`config.mk`:
```
export PLATFORM = sky130hd
export DESIGN_NAME = uart_frame_controller
export DESIGN_NICKNAME = d
export VERILOG_FILES = /design/src/rtl/uart_frame_pkg.sv /design/src/rtl/uart_frame_controller_timer.sv /design/src/rtl/uart_frame_controller.sv
export SDC_FILE = /design/constraint.sdc
export NUM_CORES = 1
export LEC_CHECK = 0
export CAP_MARGIN = 5
export CORE_ASPECT_RATIO = 0.5
export CORE_MARGIN = 3
export CORE_UTILIZATION = 39
export CTS_BUF_LIST = sky130_fd_sc_hd__clkbuf_8
export CTS_CLUSTER_SIZE = 24
export DETAILED_ROUTE_END_ITERATION = 12
export SLEW_MARGIN = 20
export SYNTH_ARGS = -nofsm -noshare
export SYNTH_HDL_FRONTEND = slang
export SYNTH_SLANG_ARGS = --single-unit
```
`constraint.sdc`:
```
create_clock -name clk_100MHz -period 3.2 [get_ports clk_100MHz]
set_clock_uncertainty 0.2 [all_clocks]
set_input_delay 0.64 -clock clk_100MHz [delete_from_list [all_inputs] [get_ports clk_100MHz]]
set_output_delay 0.64 -clock clk_100MHz [all_outputs]
set_load 0.05 [all_outputs]
```
`src/rtl/uart_frame_pkg.sv`:
```
// Shared constants and state encoding for the UART command-frame controller.
package uart_frame_pkg;

   localparam logic [7:0] SOF_BYTE               = 8'hA5;
   localparam int         DEFAULT_MAX_LEN        = 8;
   localparam int         DEFAULT_TIMEOUT_CYCLES = 1_000_000;

   typedef enum logic [2:0] {
      IDLE,
      CMD,
      LEN,
      PAYLOAD,
      CHECK,
      HOLD
   } frame_state_t;

endpackage

```
`src/rtl/uart_frame_controller_timer.sv`:
```
// Inter-byte gap timer: down-counter reloaded on every byte, terminal-count
// compare raises a one-cycle expiry pulse while enabled.
module frame_timeout_timer
   import uart_frame_pkg::*;
#(
   parameter int TIMEOUT_CYCLES = DEFAULT_TIMEOUT_CYCLES
) (
   input  logic clk_100MHz,
   input  logic reset,
   input  logic clear,
   input  logic enable,
   output logic expired
);

   localparam int            CW     = $clog2(TIMEOUT_CYCLES + 1);
   localparam logic [CW-1:0] RELOAD = CW'(TIMEOUT_CYCLES - 1);

   logic [CW-1:0] count_q, count_d;

   // Reload on a byte (the byte wins over expiry), otherwise count down.
   always_comb begin
      count_d = count_q;
      expired = 1'b0;
      if (clear) begin
         count_d = RELOAD;
      end else if (enable) begin
         if (count_q == '0) begin
            expired = 1'b1;
            count_d = RELOAD;
         end else begin
            count_d = count_q - CW'(1);
         end
      end
   end

   // Counter register.
   always_ff @(posedge clk_100MHz) begin
      if (reset) count_q <= RELOAD;
      else       count_q <= count_d;
   end

endmodule

```
`src/rtl/uart_frame_controller.sv`:
```
// Assembles UART bytes into checksummed command frames and holds each valid
// frame for the consumer until a valid/ready handshake.
//
// state   | meaning
// IDLE    | hunting for SOF, other bytes dropped silently
// CMD     | next byte is the command code
// LEN     | next byte is the payload length
// PAYLOAD | collecting payload bytes into the buffer
// CHECK   | next byte is the XOR checksum
// HOLD    | frame offered on cmd_valid; incoming bytes are overruns
module uart_frame_controller
   import uart_frame_pkg::*;
#(
   parameter int DBITS          = 8,
   parameter int MAX_LEN        = DEFAULT_MAX_LEN,
   parameter int TIMEOUT_CYCLES = DEFAULT_TIMEOUT_CYCLES,
   parameter int LW             = $clog2(MAX_LEN + 1),
   parameter int AW             = $clog2(MAX_LEN)
) (
   input  logic             clk_100MHz,
   input  logic             reset,
   input  logic             rx_done,
   input  logic [DBITS-1:0] rx_byte,
   output logic             cmd_valid,
   input  logic             cmd_ready,
   output logic [7:0]       cmd_code,
   output logic [LW-1:0]    cmd_len,
   input  logic [AW-1:0]    rd_addr,
   output logic [7:0]       rd_data,
   output logic             err_checksum,
   output logic             err_length,
   output logic             err_timeout,
   output logic             overrun
);

   frame_state_t     state_q, state_d;
   logic [7:0]       cmd_sh_q, cmd_sh_d;
   logic [LW-1:0]    len_sh_q, len_sh_d;
   logic [LW-1:0]    idx_q, idx_d;
   logic [7:0]       xor_q, xor_d;
   logic [7:0]       cmd_code_q, cmd_code_d;
   logic [LW-1:0]    cmd_len_q, cmd_len_d;
   logic             cmd_valid_q, cmd_valid_d;
   logic             err_checksum_q, err_checksum_d;
   logic             err_length_q, err_length_d;
   logic             err_timeout_q, err_timeout_d;
   logic             overrun_q, overrun_d;
   logic             buf_we;
   logic             timer_en, timer_expired;
   logic [7:0]       pay_buf_q [MAX_LEN];

   assign timer_en = (state_q == CMD) || (state_q == LEN) ||
                     (state_q == PAYLOAD) || (state_q == CHECK);

   frame_timeout_timer #(.TIMEOUT_CYCLES(TIMEOUT_CYCLES)) u_timer (
      .clk_100MHz (clk_100MHz),
      .reset      (reset),
      .clear      (rx_done),
      .enable     (timer_en),
      .expired    (timer_expired)
   );

   // Next-state, frame shadows and error pulses.
   always_comb begin
      state_d        = state_q;
      cmd_sh_d       = cmd_sh_q;
      len_sh_d       = len_sh_q;
      idx_d          = idx_q;
      xor_d          = xor_q;
      cmd_code_d     = cmd_code_q;
      cmd_len_d      = cmd_len_q;
      err_checksum_d = 1'b0;
      err_length_d   = 1'b0;
      err_timeout_d  = 1'b0;
      overrun_d      = 1'b0;
      buf_we         = 1'b0;
      case (state_q)
         IDLE: if (rx_done && rx_byte == SOF_BYTE) begin
            xor_d   = '0;
            state_d = CMD;
         end
         CMD: if (rx_done) begin
            cmd_sh_d = rx_byte;
            xor_d    = xor_q ^ rx_byte;
            state_d  = LEN;
         end
         LEN: if (rx_done) begin
            xor_d = xor_q ^ rx_byte;
            if (rx_byte > DBITS'(MAX_LEN)) begin
               err_length_d = 1'b1;
               state_d      = IDLE;
            end else begin
               len_sh_d = rx_byte[LW-1:0];
               idx_d    = '0;
               state_d  = (rx_byte == '0) ? CHECK : PAYLOAD;
            end
         end
         PAYLOAD: if (rx_done) begin
            buf_we = 1'b1;
            xor_d  = xor_q ^ rx_byte;
            idx_d  = idx_q + LW'(1);
            if (idx_q == len_sh_q - LW'(1)) state_d = CHECK;
         end
         CHECK: if (rx_done) begin
            if (rx_byte == xor_q) begin
               cmd_code_d = cmd_sh_q;
               cmd_len_d  = len_sh_q;
               state_d    = HOLD;
            end else begin
               err_checksum_d = 1'b1;
               state_d        = IDLE;
            end
         end
         HOLD: begin
            overrun_d = rx_done;
            if (cmd_ready) state_d = IDLE;
         end
         default: state_d = IDLE;
      endcase
      // Expiry only fires without a byte in the same cycle, so it never
      // competes with the byte handling above.
      if (timer_expired) begin
         err_timeout_d = 1'b1;
         state_d       = IDLE;
      end
      cmd_valid_d = (state_d == HOLD);
   end

   // Control and output registers.
   always_ff @(posedge clk_100MHz) begin
      if (reset) begin
         state_q        <= IDLE;
         cmd_sh_q       <= '0;
         len_sh_q       <= '0;
         idx_q          <= '0;
         xor_q          <= '0;
         cmd_code_q     <= '0;
         cmd_len_q      <= '0;
         cmd_valid_q    <= 1'b0;
         err_checksum_q <= 1'b0;
         err_length_q   <= 1'b0;
         err_timeout_q  <= 1'b0;
         overrun_q      <= 1'b0;
      end else begin
         state_q        <= state_d;
         cmd_sh_q       <= cmd_sh_d;
         len_sh_q       <= len_sh_d;
         idx_q          <= idx_d;
         xor_q          <= xor_d;
         cmd_code_q     <= cmd_code_d;
         cmd_len_q      <= cmd_len_d;
         cmd_valid_q    <= cmd_valid_d;
         err_checksum_q <= err_checksum_d;
         err_length_q   <= err_length_d;
         err_timeout_q  <= err_timeout_d;
         overrun_q      <= overrun_d;
      end
   end

   // Payload buffer, deliberately not reset; rd_data masking covers stale data.
   always_ff @(posedge clk_100MHz) begin
      if (buf_we) pay_buf_q[idx_q[AW-1:0]] <= rx_byte;
   end

   assign rd_data      = (LW'(rd_addr) < cmd_len_q) ? pay_buf_q[rd_addr] : 8'h00;
   assign cmd_valid    = cmd_valid_q;
   assign cmd_code     = cmd_code_q;
   assign cmd_len      = cmd_len_q;
   assign err_checksum = err_checksum_q;
   assign err_length   = err_length_q;
   assign err_timeout  = err_timeout_q;
   assign overrun      = overrun_q;

endmodule

```
==> metrics list <==
- EDFF count, synth: 64
- Of the available clock period, the critical path in the final layout requires 96.70%.
* Die outline width: 174.8 µm
- Leakage Power: 2.271 nW
- Height of the die: 90.41 µm
- Most used cells in the layout excluding fill and tap cells: 64 x dfxtp_1, 64 x edfxtp_1, 45 x nor2_1
- Final std cell area, no fill: 6770 µm²
* Vias in the first global route: 3,768
- After synthesis, the mean cell area works out to 11.53 µm².
- Sequential-to-total area share from yosys stat: 57.63%
- The run finished with clean final reports.
* Final setup violation count: 0
* Number of nets in the synthesized netlist: 503
* Share of post-route cells with drive strength above 1: 19.93%
- Static timing analysis puts the maximum clock frequency at 323.2 MHz.
* Total power density per cell area: 484.2 nW/µm²
- Headroom to the max-slew limit came out at 52.43%.
- The placed instances occupy a cell area of 6370 µm².
- Post-DR wirelength/cell: 16.29 µm
* 1st-iter DRT viols: 236
- Source-to-sink clock delay at the later pin of the worst-skew pair: 0.42 ns
- Total stage count of the critical path: 7
- Worst setup SP type: input pin
- The tree is rooted in a clkbuf_8.
- Final max-slew violation count: 0
- Synth warnings: 0
- WP buf/inv: 2
- The first detailed-routing pass took 4 iterations.
- Wires add up to 12,280 µm.
- The top cell type by area accounts for 34.58% of the synthesized area.
- H-tree depth: 4
- Peak supply drop: 0.2088 mV
- Entering global routing, the biggest net connects 34 pins.
* Number of maximum-capacitance constraint violations: 0
- For the worst flop-to-flop path, the logic depth is 5.
- Relative to the synthesized area, the layout overhead comes to 21.81%.
- Hold/Removal Path Class: reg -> reg
* Per-cell via count in the routed design: 5.048
- In the synthesized netlist the dominant register cell turns out to be edfxtp_1.
- Total count of hold-check failures in the final report: 0
- At the worst endpoint, the arrival time is 2.25 ns.
- Number of antenna violations at the first check in global routing: 0
- Worst hold path depth: 2
* Aggregate global-route resource usage: 16.12%
* Die outline area: 15,810 µm²
* Antenna-violating nets left: 0
- The setup path with the least slack is of type in -> out.
- In this run the count of I/O pins placed on the die edge is 40.
- Setup repair after global routing left no endpoint under its margin.
* Starting density of the core: 40.46%
- Global route overflow: 0
- The worst setup path is captured at a primary output.
* Endpoint required time on the critical path: 2.36 ns
- The largest total area in the synthesized netlist belongs to edfxtp_1.
* CTS Buf Count: 17
* Syn Inst Count: 482
- The first global-routing pass estimated 20,070 µm of wire.
- Slowest library cell on the worst path: nor2_2
- ANT cells: 0
- By instance count, the cell type seen most on the critical path is nor2_2.
- Number of cell rows: 30
- Placeable core area: 13,740 µm²
- After synthesis, the share of flip-flops with an asynchronous set or reset is 0%.
- Clock edge transition at the registers on the reported setup and hold paths: 0.07 ns
- Ranked by total cell area, the synthesized netlist is headed by edfxtp_1 35%, dfxtp_1 23%, mux4_2 6.5%.
- Along the worst path, the maximum fanout reaches 8.
- Final total power: 3.278 mW
- Routability-driven placement finished with a final weighted congestion of 0.7728.
* Maximum count of clock buffers along a single path: 2
- Total vias in the final route: 3,806
- Area of the mapped netlist: 5558 µm²
* Clk sinks: 128
- Synthesis inferred 128 register bits.
- Buffers placed on the I/O ports in this run total 39.
- Slew at the pin with the worst max-slew slack: 0.7125 ns
* Crit-path max cell delay: 0.44 ns
- Top cell family by delay on the critical path: buffers and inverters
- At the end of the flow, the number of nets in the layout was 571.
* Detail Placement HPWL: 8408 µm
* Time the worst path needs with I/O delays and setup: 3.094 ns
- Unique cell type count in the Yosys netlist: 52
- Final routed DRC violation total: 0
* CTS tree: built
- Walking the worst path, the cells encountered are clkdlybuf4s50_1, ha_1, a21o_1, a21oi_1, nor2_2, nor2_2, buf_4.
[metrics by stage]
stage | hold WS, ns | TNS (ns) | utilization, % | setup slack (ns) | std cells
2_1_floorplan | 0.2500 | 0 | - | 0.1609 | 482
3_3_place_gp | 0.2630 | -3.048 | 46.37 | -0.3100 | 723
6_report | 0.2751 | 0 | 49.28 | 0.1055 | 754
4_1_cts | 0.2792 | 0 | 49.28 | 0.08414 | 754
5_1_grt | 0.3056 | 0 | 49.28 | 0.01491 | 754
3_5_place_dp | 0.2691 | -2.879 | 46.37 | -0.2172 | 723
[synth_stat cells, types with 6 or more instances]
library cell,instances
clkbuf_1,24
dfxtp_1,64
nor4_1,10
nor3_1,18
nor2_1,54
xor2_1,7
nand2b_1,8
inv_1,10
xnor2_1,20
mux4_2,16
a21oi_1,27
edfxtp_1,64
o21ai_0,25
nor2b_1,13
nand2_1,25
ha_1,6
nand4_1,16
mux2i_1,20
[report_power, final]
| part | internal (mW) | leakage (nW) | switching [mW] |
|---|---|---|---|
| combinational | 0.0767 | 0.991 | 0.111 |
| clock | 0.700 | 0.189 | 0.674 |
| sequential | 1.72 | 1.09 | 0.000217 |
[cells by family after synthesis]
logic type                 count (synthesis)  synth area share (%)
AOI/OAI and AO/OA                         71                 7.452
xor gates and xnor gates                  27                 4.255
and+or+nand+nor                          176                 16.52
muxes                                     36                 10.09
adders and majority gates                  6                 1.351
buffers and inverters                     38                 2.702
DFF                                      128                 57.63
[worst paths after layout]
path                                                      start                                to  slack [ns]
worst max-delay path                                 rd_addr[1]                        rd_data[4]        0.11
worst min-delay path                   cmd_sh_q[1]$_SDFFE_PP0P_          cmd_code[1]$_SDFFE_PP0P_        0.28
worst max register to register  u_timer.count_q[3]$_SDFFE_PP1N_  u_timer.count_q[13]$_SDFFE_PP0N_        0.62
worst min register to register         cmd_sh_q[1]$_SDFFE_PP0P_          cmd_code[1]$_SDFFE_PP0P_        0.28
[layout make-up]
class / instances / area [µm²]
Clock inverter: 14 / 157.7
Inverter: 11 / 41.29
Clock buffer: 17 / 234.0
Sequential cell: 128 / 3203
Tap cell: 192 / 240.2
Fill cell: 1251 / 6968
Timing Repair Buffer: 76 / 663.1
Multi-Input combinational cell: 316 / 2231
[worst min-delay path, delay by kind of cell (launching register included)]
family          cells  cell delay [ns]
compound gates      1             0.06
simple gates        1             0.06
flops               1             0.31
[state kept, by name (all words and copies together) (netlist names)]
| name | cells |
|---|---|
| err_length | 1 |
| err_timeout | 1 |
| idx_q | 4 |
| state_q | 3 |
| xor_q | 8 |
| cmd_len | 4 |
| cmd_code | 8 |
| len_sh_q | 4 |
| cmd_valid | 1 |
| overrun | 1 |
| u_timer.count_q | 20 |
| err_checksum | 1 |
| cmd_sh_q | 8 |
| pay_buf_q | 64 |
[repair_timing]
item,4_1_cts,5_1_grt
buffers inserted,0,0
hold buffers,0,0
endpoints found under the setup margin,8,0
gates resized for setup,4,0
[metal layers]
layer / vias up / GRT usage (%) / part of all wire [%]
met5: - / 0 / 0
met3: 9 / 3.862 / 2.7
met4: 0 / 4.642 / 0.80
li1: 1918 / - / -
met2: 57 / 26.65 / 49
met1: 1822 / 21.25 / 48
Note: power is estimated with default switching activity, not from simulation.
